File: config.mk
export PLATFORM = sky130hd
export DESIGN_NAME = lift_req_queue_flat
export DESIGN_NICKNAME = d
export VERILOG_FILES = /design/src/rtl/lift_req_if.sv /design/src/rtl/lift_req_queue.sv /design/src/flat_wrapper.sv
export SDC_FILE = /design/constraint.sdc
export NUM_CORES = 1
export LEC_CHECK = 0
export BUFFER_PORTS_ARGS = -buffer_cell sky130_fd_sc_hd__buf_4
export CORE_MARGIN = 2
export CORE_UTILIZATION = 50
export DETAILED_ROUTE_END_ITERATION = 16
export GPL_TIMING_DRIVEN = 0
export PLACE_DENSITY = 0.69
export SLEW_MARGIN = 20
export SYNTH_ARGS = -nofsm -noshare
export SYNTH_HDL_FRONTEND = slang
export SYNTH_SLANG_ARGS = --single-unit
File: constraint.sdc
create_clock -name clk -period 3.6 [get_ports clk]
set_clock_uncertainty 0.2 [all_clocks]
set_input_delay 0.72 -clock clk [delete_from_list [all_inputs] [get_ports clk]]
set_output_delay 0.72 -clock clk [all_outputs]
set_load 0.005 [all_outputs]
File: src/rtl/lift_req_if.sv
// Hall-request bus between the button front end and the lift controller FSM.
// The q_level signal exists only when LIFT_QUEUE_LEVEL_EN is defined.
interface lift_req_if;
  logic [5:0] btn;
  logic       lift_done;
  logic [2:0] q_dout;
  logic       q_empty;
  logic       q_full;
`ifdef LIFT_QUEUE_LEVEL_EN
  logic [2:0] q_level;
`endif

  modport master (
    output btn,
    output lift_done,
    input  q_dout,
    input  q_empty,
`ifdef LIFT_QUEUE_LEVEL_EN
    input  q_level,
`endif
    input  q_full
  );

  modport slave (
    input  btn,
    input  lift_done,
    output q_dout,
    output q_empty,
`ifdef LIFT_QUEUE_LEVEL_EN
    output q_level,
`endif
    output q_full
  );
endinterface

File: src/rtl/lift_req_queue.sv
// Hall-button request FIFO with duplicate suppression feeding the lift controller.
// Optional macro LIFT_QUEUE_LEVEL_EN exposes the registered entry count on q_level.
module lift_req_queue #(
  parameter int DEPTH = 4
) (
  input  logic        clk,
  input  logic        rst_n,
  lift_req_if.slave   bus
);
  localparam int PW = (DEPTH > 1) ? $clog2(DEPTH) : 1;

  logic [2:0]    fifo_q [DEPTH];
  logic [PW-1:0] rd_ptr_q, wr_ptr_q;
  logic [2:0]    count_q;
  logic [5:0]    waiting_q, queued_q, btn_q;

  logic [5:0]    press, accept, sel_oh, head_oh;
  logic [5:0]    waiting_d, queued_d;
  logic [2:0]    head_idx, sel_idx, count_d;
  logic          sel_vld, pop, push, empty, full;

  function automatic logic [2:0] idx2code(input logic [2:0] idx);
    case (idx)
      3'd0:    idx2code = 3'b001;
      3'd1:    idx2code = 3'b010;
      3'd2:    idx2code = 3'b011;
      3'd3:    idx2code = 3'b110;
      3'd4:    idx2code = 3'b111;
      3'd5:    idx2code = 3'b100;
      default: idx2code = 3'b000;
    endcase
  endfunction

  assign empty    = (count_q == 3'd0);
  assign full     = (count_q == 3'(DEPTH));
  assign head_idx = fifo_q[rd_ptr_q];
  assign head_oh  = 6'b000001 << head_idx;
  assign press    = bus.btn & ~btn_q;
  assign pop      = bus.lift_done & ~empty;

  // Lowest-index waiting button wins the single enqueue slot each cycle.
  always_comb begin
    sel_idx = 3'd0;
    sel_vld = 1'b0;
    for (int k = 5; k >= 0; k--) begin
      if (waiting_q[k]) begin
        sel_idx = 3'(k);
        sel_vld = 1'b1;
      end
    end
  end

  assign sel_oh = 6'b000001 << sel_idx;
  assign push   = sel_vld & (~full | pop);

  // A press is taken only if that button is neither pending nor queued,
  // unless its queued copy is leaving on this very edge.
  generate
    for (genvar gi = 0; gi < 6; gi++) begin : g_accept
      assign accept[gi] = press[gi] & ~waiting_q[gi] &
                          (~queued_q[gi] | (pop & head_oh[gi]));
    end
  endgenerate

  assign waiting_d = (waiting_q & ~(push ? sel_oh : 6'b0)) | accept;
  assign queued_d  = (queued_q & ~(pop ? head_oh : 6'b0)) | (push ? sel_oh : 6'b0);

  always_comb begin
    count_d = count_q;
    case ({push, pop})
      2'b10:   count_d = count_q + 3'd1;
      2'b01:   count_d = count_q - 3'd1;
      default: count_d = count_q;
    endcase
  end

  always_ff @(posedge clk) begin
    if (!rst_n) begin
      for (int k = 0; k < DEPTH; k++) fifo_q[k] <= 3'd0;
      rd_ptr_q  <= '0;
      wr_ptr_q  <= '0;
      count_q   <= 3'd0;
      waiting_q <= 6'd0;
      queued_q  <= 6'd0;
      btn_q     <= 6'd0;
    end else begin
      btn_q     <= bus.btn;
      waiting_q <= waiting_d;
      queued_q  <= queued_d;
      count_q   <= count_d;
      if (push) begin
        fifo_q[wr_ptr_q] <= sel_idx;
        wr_ptr_q <= (wr_ptr_q == PW'(DEPTH - 1)) ? '0 : wr_ptr_q + PW'(1);
      end
      if (pop) begin
        rd_ptr_q <= (rd_ptr_q == PW'(DEPTH - 1)) ? '0 : rd_ptr_q + PW'(1);
      end
    end
  end

  assign bus.q_dout  = empty ? 3'b000 : idx2code(head_idx);
  assign bus.q_empty = empty;
  assign bus.q_full  = full;
`ifdef LIFT_QUEUE_LEVEL_EN
  assign bus.q_level = count_q;
`endif
endmodule

File: src/flat_wrapper.sv
// flat-port wrapper written by rule: the top's interface ports become plain ports
module lift_req_queue_flat 
#(
  parameter int DEPTH = 4
)
  (clk, rst_n, bus_btn, bus_lift_done, bus_q_dout, bus_q_empty, bus_q_full);
  lift_req_if bus_i ();
  input  logic clk;
  input  logic rst_n;
  input wire logic [$bits(bus_i.btn)-1:0] bus_btn;
  input wire logic [$bits(bus_i.lift_done)-1:0] bus_lift_done;
  output wire logic [$bits(bus_i.q_dout)-1:0] bus_q_dout;
  output wire logic [$bits(bus_i.q_empty)-1:0] bus_q_empty;
  output wire logic [$bits(bus_i.q_full)-1:0] bus_q_full;
  assign bus_i.btn = bus_btn;
  assign bus_i.lift_done = bus_lift_done;
  assign bus_q_dout = bus_i.q_dout;
  assign bus_q_empty = bus_i.q_empty;
  assign bus_q_full = bus_i.q_full;
  lift_req_queue #(.DEPTH(DEPTH)) u_core (.clk(clk), .rst_n(rst_n), .bus(bus_i));
endmodule
==> results_dict.tcl, run 1 <==
set metrics [dict create \
    outcome "completed" \
    rr_worst_depth 9 \
    power_frac_clock_pct 21.8 \
    num_vias 1301 \
    rsz0062_at_grt "false" \
    totalNegativeSetupSlack_ns 0 \
    grt_pass1_vias 1242 \
    ant_nets 0 \
    yosysSeqAreaShare_pct 50.7 \
    ios 14 \
    max_freq_mhz 330 \
    power_frac_seq_pct 43.6 \
    power.share.combinational_pct 34.6 \
    cts_root_buffer "clkbuf_4" \
    r2r_end "u_core.count_q[2]" \
    path_class "input pin to flip-flop" \
    dieArea_mm2 0.00405 \
    final_common_cell "dfxtp_1" \
    cts_tree "done" \
    syn_avg_cell_area_um2 10.5 \
    antenna_cells 0 \
    post-dp-hpwl_mm 2.52 \
    powerDensity_mw_per_mm2 699 \
    grt.overflow.total 0 \
    post-route-period-util_pct 84.3 \
    report.final.setup_viol 0 \
    required_ns 3.68 \
    first_pass_iters 6 \
    final_area_mm2 0.00202 \
    fin_cells 236 \
    cts_made_buffers 5 \
    cts_setup_buffers 0 \
    critPathCaptureType "flip-flop" \
    min_from "u_core.btn_q[0]" \
    dpl.cell_count 228 \
    initial_core_util_pct 52.9 \
    std_cell_rows 21 \
    drtIter0Drc 92 \
    slew_viol_final 0 \
    syn_area_mm2 0.00178 \
    power.switching_uw 475 \
    place.gp.congestion 0.727 \
    mostFrequentLayoutCells "27 x dfxtp_1, 21 x nor2_1, 17 x nand2_1, 13 x buf_4, 12 x edfxtp_1" \
    path_max_fanout 8 \
    maxSlewHeadroom_pct 33.7 \
    avgRoutedWirePerCell_um 14.2 \
    reg2reg_slack_ns 0.61 \
    cap_viol_max_count 0 \
    hold_class "flip-flop to flip-flop" \
    core_mm2 0.00336 \
    htree_levels 2 \
    drive_gt1_share_pct 17.4 \
    cts_resized 0 \
    ys.warnings.count 0 \
    synth_cell_type_count 44 \
    fillers 297 \
    r2r-start "u_core.count_q[0]" \
    synth_seq_cells 39 \
    routed_via_density 5.51 \
    nets 202 \
    ir_drop_v 0.000351 \
    worst_pin_slew_ns 0.986 \
    gr-usage-all-layers_pct 18.9 \
    die_w_um 63.6 \
    synthCells 169 \
    wirelength_mm 3.36 \
    leakagePower_nw 0.781 \
    p_sw_share_pct 33.7 \
    die_h_um 63.6 \
    cp_data_arrival_time_ns 3.11 \
    p_int_uw 936 \
    cts_max_path_buffers 2 \
    regArea_um2 901 \
    place_area_mm2 0.00193 \
    antenna_found_initial 0 \
    clock_latency_ns 0.35 \
    holdPathStages 1 \
    grt_max_degree 13 \
    grt_pass1_wl_mm 5.70 \
    clk_pin_slew_worst_paths_ns 0.11 \
    drc 0 \
    syn-num-nets 182 \
    hold_end "u_core.waiting_q[0]" \
    cts.sinks 39 \
    port_buffers 13 \
    worst_setup_path_start_kind "input pin" \
    multi_input_area_um2 826 \
    area_delta_synth_final_pct 13.6 \
    hold_viol_final 0 \
    holdBufCountCts 0 \
    final.min_clock_period_ns 3.03 \
]
-- metrics by stage --
stage / utilization [%] / hold slack [ns] / total power, mW / setup slack, ns
2_1_floorplan: - / 0.216 / 0.958 / 0.711
3_3_place_gp: 57.5 / 0.223 / 1.09 / 0.336
3_5_place_dp: 57.5 / 0.231 / 1.11 / 0.207
4_1_cts: 60.0 / 0.248 / 1.42 / 0.579
5_1_grt: 60.0 / 0.252 / 1.51 / 0.403
6_report: 60.0 / 0.245 / 1.41 / 0.566
-- layout make-up --
class,count,area share [%]
tap,46,2.85
inverter,8,1.49
clock buffer,6,2.54
clock inverter,2,1.73
sequential,39,44.6
buffer,5,1.05
timing repair buffer,13,4.83
multi-input combinational,117,40.9
-- per-layer routing --
layer  GRT usage (%)  vias up  share of wire (%)
met2            30.5       35                 48
met3            6.79        5                5.7
li1                -      652                  -
met1            22.9      609                 45
met4            7.34        0                1.4
met5               0        -                  0
-- worst max path at each step --
stage | startpoint | to | slack [ns]
detailed placement | bus_lift_done | u_core.count_q[2] | 0.21
global placement | bus_lift_done | u_core.count_q[2] | 0.34
floorplan | bus_lift_done | u_core.count_q[2] | 0.71
global route | u_core.count_q[2] | u_core.count_q[2] | 0.40
CTS | bus_lift_done | u_core.count_q[2] | 0.58
finish | bus_lift_done | u_core.count_q[2] | 0.57
-- critical path, cell delays in order --
cell and delay (ns):
buf_4 0.11, nor4b_2 0.72, a31oi_4 0.13, inv_2 0.19, ha_1 0.20, inv_1 0.06, fa_1 0.37, xor2_1 0.16
or3_1 0.30, a21boi_0 0.16
-- cell families (layout without fill, tap and decap cells) --
family,Yosys count,after routing,share of synthesized area [%]
multiplexers,3,3,4.01
flip-flops,39,39,50.7
XOR/XNOR,3,3,1.48
buffers and inverters,13,34,2.88
adder cells (fa/ha/maj),4,4,3.24
AND/OR/NAND/NOR,73,73,22.4
AO/OA/AOI/OAI,34,34,15.3
-- power groups by stage --
| stage | clock (mW) | sequential, mW | combinational (mW) |
|---|---|---|---|
| floorplan | 0 | 0.607 | 0.351 |
| global placement | 0 | 0.620 | 0.471 |
| detailed placement | 0 | 0.626 | 0.488 |
| CTS | 0.313 | 0.616 | 0.492 |
| global route | 0.335 | 0.628 | 0.542 |
| finish | 0.308 | 0.615 | 0.488 |
-- cell usage after synthesis (all sizes together) --
cell type | instances | area [um2]
dfxtp | 27 | 541
nor2 | 21 | 78.8
nand2 | 17 | 63.8
edfxtp | 12 | 360
a21boi | 8 | 60.1
inv | 8 | 30.0
o21ai | 8 | 40.0
and2 | 7 | 43.8
nand2b | 6 | 45.0
clkbuf | 4 | 16.3
o31ai | 4 | 30.0
or3 | 4 | 25.0
a32o | 3 | 30.0
ha | 3 | 37.5
mux4 | 3 | 71.3
nor3b | 3 | 22.5
a21oi | 2 | 10.0
nand3b | 2 | 15.0
nand4b | 2 | 17.5
nor2b | 2 | 12.5
nor3 | 2 | 10.0
nor4 | 2 | 18.8
nor4b | 2 | 23.8
o41ai | 2 | 32.5
xor2 | 2 | 17.5
a211oi | 1 | 7.51
a221o | 1 | 10.0
a31o | 1 | 8.76
a31oi | 1 | 21.3
and3 | 1 | 6.26
buf | 1 | 5.00
fa | 1 | 20.0
nand3 | 1 | 5.00
o21a | 1 | 7.51
o22ai | 1 | 6.26
o31a | 1 | 8.76
or4b | 1 | 10.0
xnor2 | 1 | 8.76
-- flip-flops by register name, summed over array words and instances, names as in the netlist, named ones only --
name,flops
u_core.fifo_q,12
u_core.wr_ptr_q,2
u_core.queued_q,6
u_core.waiting_q,6
u_core.count_q,3
u_core.btn_q,6
u_core.rd_ptr_q,2
(Power assumes the default switching activity.)
==> run 2, diff against run 1 <==
PLACE_DENSITY = 0.72   (was 0.69)
clock period = 2.72 ns   (was 3.6 ns; I/O delays follow)
==> results_dict.tcl, run 2 (synthesized netlist as in run 1, its figures left out) <==
set metrics [dict create \
    power_frac_clock_pct 16.6 \
    final_common_cell "dfxtp_1" \
    antenna_cells 0 \
    hold_slack_ns 0.213 \
    area_delta_synth_final_pct 14.9 \
    worst_pin_slew_ns 0.613 \
    cts_tree "done" \
    cp_data_arrival_time_ns 2.70 \
    cap_viol_max_count 0 \
    antenna_found_initial 0 \
    ant_nets 0 \
    std_cell_rows 21 \
    drtIter0Drc 75 \
    max_freq_mhz 378 \
    final.min_clock_period_ns 2.65 \
    ir_drop_v 0.000489 \
    top_register "u_core.fifo_q" \
    cts_root_buffer "clkbuf_4" \
    outcome "completed" \
    post-route-period-util_pct 97.2 \
    routed_via_density 5.49 \
    hold_class "input pin to flip-flop" \
    maxSlewHeadroom_pct 58.9 \
    grt.overflow.total 0 \
    dieArea_mm2 0.00405 \
    cts.sinks 39 \
    grt_pass1_wl_mm 5.86 \
    p_total_mw 1.83 \
    p_sw_share_pct 34.7 \
    power_frac_seq_pct 45.2 \
    path_max_fanout 8 \
    path_buf_inv 2 \
    wirelength_mm 3.38 \
    first_pass_iters 4 \
    grt_pass1_vias 1260 \
    rsz0062_at_grt "true" \
    grt_max_degree 13 \
    path_class "flip-flop to flip-flop" \
    cts_max_path_buffers 2 \
    critical-path-max-stage-delay_ns 0.39 \
    port_buffers 13 \
    clock_latency_ns 0.35 \
    die_w_um 63.6 \
    clk_pin_slew_worst_paths_ns 0.10 \
    power.share.combinational_pct 38.2 \
    hold_viol_final 0 \
    ios 14 \
    required_ns 2.78 \
    mostFrequentLayoutCells "25 x dfxtp_1, 21 x nor2_1, 18 x buf_4, 17 x nand2_1, 12 x edfxtp_1" \
    core_mm2 0.00336 \
    cp_slowest_cell "dfxtp_1" \
    num_vias 1323 \
    die_h_um 63.6 \
    initial_core_util_pct 52.9 \
    drive_gt1_share_pct 21.0 \
    nets 207 \
    critPathCaptureType "flip-flop" \
    gr-usage-all-layers_pct 18.9 \
    htree_levels 2 \
    cts_made_buffers 5 \
    critical_path.top_delay_family "simple AND/OR/NAND/NOR gates" \
    crit_path_cell_trace "nor4b_4 -> a31oi_4 -> inv_2 -> ha_1 -> inv_1 -> fa_1 -> xor2_1 -> or3_1 -> a21boi_0" \
    worst_setup_path_start_kind "flip-flop" \
    slew_viol_final 0 \
    leakagePower_nw 0.790 \
    power.switching_uw 636 \
    report.final.setup_viol 0 \
    drc 0 \
    largest_reg_flops 12 \
    post-dp-hpwl_mm 2.43 \
    place.gp.congestion 0.755 \
    p_int_mw 1.20 \
    powerDensity_mw_per_mm2 896 \
    avgRoutedWirePerCell_um 14.0 \
]
run 2: cell types whose count changed in the layout (fill, tap and decap cells not counted):
cell / previous run / this run
clkbuf_1: 3 / 4
buf_4: 13 / 18
o31ai_2: 0 / 1
nor4b_2: 1 / 0
o31ai_1: 4 / 3
dfxtp_2: 0 / 2
dfxtp_1: 27 / 25
mux4_1: 1 / 0
mux4_2: 2 / 3
nor4b_4: 0 / 1
bufinv_16: 1 / 0
run 2: metrics by stage:
step	std cells	TNS, ns	util [%]	cell area (um2)	setup WS (ns)
finish	241	0	60.8	2040	0.0749
global route	241	-0.0667	60.8	2040	-0.0667
detailed placement	228	-0.662	57.5	1930	-0.493
floorplan	169	0	-	1780	0.00699
CTS	237	0	59.8	2010	0.00376
global placement	228	-0.448	57.5	1930	-0.344
run 2: layout make-up:
type                       count  area, um2
buffer                         5       21.3
clock buffer                   7       55.1
clock inverter                 1       5.00
fill                         295       1320
inverter                       8       30.0
multi-input combinational    117        836
sequential                    39        903
tap                           46       57.6
timing repair buffer          18        135
run 2: timing repair:
action	CTS	global route
hold buffers	0	0
resized for setup	3	2
buffers inserted	1	4
endpoints found under the setup margin	2	4
pin swaps	1	0
run 2: path summary, 6_finish.rpt:
| kind | cells past startpoint | startpoint | endpoint | slack [ns] |
|---|---|---|---|---|
| setup / recovery | 9 | u_core.count_q[1] | u_core.count_q[2] | 0.07 |
| setup reg to reg | 9 | u_core.count_q[1] | u_core.count_q[2] | 0.07 |
| hold / removal | 3 | bus_btn[0] | u_core.btn_q[0] | 0.21 |
| hold reg to reg | 1 | u_core.btn_q[0] | u_core.waiting_q[0] | 0.24 |
run 2: routing by layer:
layer,vias up,track usage [%],share of wire [%]
met1,635,23.3,46
met5,-,0,0
met2,29,31.6,48
li1,655,-,-
met4,0,6.79,1.4
met3,4,5.54,4.6
run 2: power by group through the flow:
stage,Clock (mW),Combinational (mW),Sequential (mW)
after global placement,0,0.618,0.820
after floorplan,0,0.464,0.804
after detailed placement,0,0.640,0.830
after global routing,0.345,0.772,0.845
after CTS,0.315,0.653,0.826
final,0.304,0.700,0.827
run 2: worst reg2reg max path, stage by stage (launching register included):
cell and delay (ns):
dfxtp_1 0.39, nor4b_4 0.39, a31oi_4 0.10, inv_2 0.16
ha_1 0.20, inv_1 0.06, fa_1 0.38, xor2_1 0.17
or3_1 0.32, a21boi_0 0.19
==> run 3, diff against run 2 <==
CTS_BUF_LIST = sky130_fd_sc_hd__clkbuf_2 sky130_fd_sc_hd__clkbuf_4 sky130_fd_sc_hd__clkbuf_8   (was not set)
SKIP_LAST_GASP = 1   (was not set)
==> results_dict.tcl, run 3 (synthesized netlist as in run 1, its figures left out) <==
set metrics [dict create \
    ir_drop_v 0.000489 \
    area_delta_synth_final_pct 16.4 \
    top_register "u_core.fifo_q" \
    hold_class "input pin to flip-flop" \
    ios 14 \
    p_sw_share_pct 34.5 \
    clk_pin_slew_worst_paths_ns 0.11 \
    critical-path-max-stage-delay_ns 0.61 \
    path_max_fanout 7 \
    post-dp-hpwl_mm 2.43 \
    grt_pass1_vias 1257 \
    power.switching_uw 645 \
    antenna_found_initial 0 \
    regArea_um2 906 \
    drc 0 \
    cp_data_arrival_time_ns 1.86 \
    fillers 297 \
    std_cell_rows 21 \
    num_vias 1325 \
    holdBufCountCts 0 \
    required_ns 1.98 \
    power_frac_clock_pct 16.9 \
    critical_path.top_delay_family "multiplexers" \
    routed_via_density 5.45 \
    dieArea_mm2 0.00405 \
    worst_pin_slew_ns 0.614 \
    post-route-period-util_pct 95.6 \
    cts_made_buffers 5 \
    crit_path_cell_trace "mux4_2 -> nor2_1 -> xor2_1 -> nor2_1 -> buf_4" \
    p_int_mw 1.22 \
    worst_setup_path_start_kind "flip-flop" \
    totalNegativeSetupSlack_ns 0 \
    worst_slack_ns 0.119 \
    antenna_cells 0 \
    drt-met1-wl_mm 1.54 \
    htree_levels 2 \
    dpl.cell_count 228 \
    first_pass_iters 4 \
    drtIter0Drc 96 \
    cts_max_path_buffers 2 \
    grt.overflow.total 0 \
    path_buf_inv 1 \
    route.met2.wl_mm 1.66 \
    largest_reg_flops 12 \
    final_area_mm2 0.00207 \
    maxUsedRoutingLayer "met4" \
    cts.sinks 39 \
    gr-usage-all-layers_pct 18.8 \
    initial_core_util_pct 52.9 \
    slew_viol_final 0 \
    final_util_pct 61.5 \
    power.share.combinational_pct 38.7 \
    mostFrequentLayoutCells "23 x dfxtp_1, 20 x nor2_1, 20 x buf_4, 17 x nand2_1, 12 x edfxtp_1" \
    hold_viol_final 0 \
    place.gp.congestion 0.755 \
    met3_length_um 171 \
    cp_slowest_cell "mux4_2" \
    report.final.setup_viol 0 \
    ant_nets 0 \
    grt_max_degree 13 \
    clock_latency_ns 0.34 \
    die_h_um 63.6 \
    powerDensity_mw_per_mm2 902 \
    cap_viol_max_count 0 \
    outcome "completed" \
    cts_root_buffer "clkbuf_4" \
    max_freq_mhz 384 \
    path_common_cell "nor2_1" \
    final.min_clock_period_ns 2.60 \
    port_buffers 13 \
    critPathCaptureType "primary output" \
    fin_cells 243 \
    path_class "flip-flop to primary output" \
    cts_tree "done" \
    power_frac_seq_pct 44.4 \
    avgRoutedWirePerCell_um 14.0 \
    core_mm2 0.00336 \
    place_area_mm2 0.00193 \
    grt_pass1_wl_mm 5.82 \
    nets 209 \
    wirelength_mm 3.40 \
    pre_cts_ws_ns -0.493 \
    multi_input_area_um2 838 \
    final_common_cell "dfxtp_1" \
    drive_gt1_share_pct 23.9 \
    die_w_um 63.6 \
    leakagePower_nw 0.804 \
    maxSlewHeadroom_pct 58.8 \
]
==> run 3: changes by cell type in the layout (fill, tap and decap cells not counted), sizes merged <==
cell,change
buf,+2
==> run 3: worst paths after layout <==
| kind | slack (ns) | start | to | cells past startpoint |
|---|---|---|---|---|
| setup / recovery | 0.12 | flip-flop | bus_q_dout[1] | 5 |
| hold / removal | 0.21 | bus_btn[0] | u_core.btn_q[0] | 3 |
| setup reg to reg | 0.13 | u_core.count_q[1] | u_core.count_q[2] | 9 |
| hold reg to reg | 0.24 | u_core.btn_q[0] | u_core.waiting_q[0] | 1 |
==> run 3: what timing repair did <==
action	CTS	global route
pin swaps	1	1
endpoints found under the setup margin	2	4
cloned	0	0
resized for setup	3	6
setup buffers	1	6
==> run 3: cell type report <==
cell class	instances	area share, %
Sequential cell	39	43.8
Buffer	5	1.03
Multi-Input combinational cell	117	40.5
Tap cell	46	2.78
Timing Repair Buffer	20	7.26
Inverter	8	1.57
Clock inverter	1	0.242
Clock buffer	7	2.84
==> run 3: power groups by stage <==
stage,Clock [mW],Combinational [mW],Sequential (mW)
floorplan,0,0.464,0.804
global placement,0,0.618,0.820
detailed placement,0,0.640,0.830
CTS,0.325,0.653,0.825
global route,0.354,0.796,0.847
finish,0.316,0.723,0.829
==> run 3: per-stage QoR <==
step	hold WS, ns	total power, mW
3_5_place_dp	0.230	1.47
5_1_grt	0.203	2.00
2_1_floorplan	0.216	1.27
4_1_cts	0.200	1.80
6_report	0.212	1.87
3_3_place_gp	0.222	1.44
==> run 3: metal layers <==
metal / GRT usage [%] / vias up
li1: - / 658
met1: 23.3 / 636
met2: 31.2 / 26
met3: 5.54 / 5
met4: 6.79 / 0
met5: 0 / -
==> run 3: tightest hold or removal path: stages <==
cell and delay [ns]:
buf_4 0.08, nand2_1 0.06, inv_1 0.05
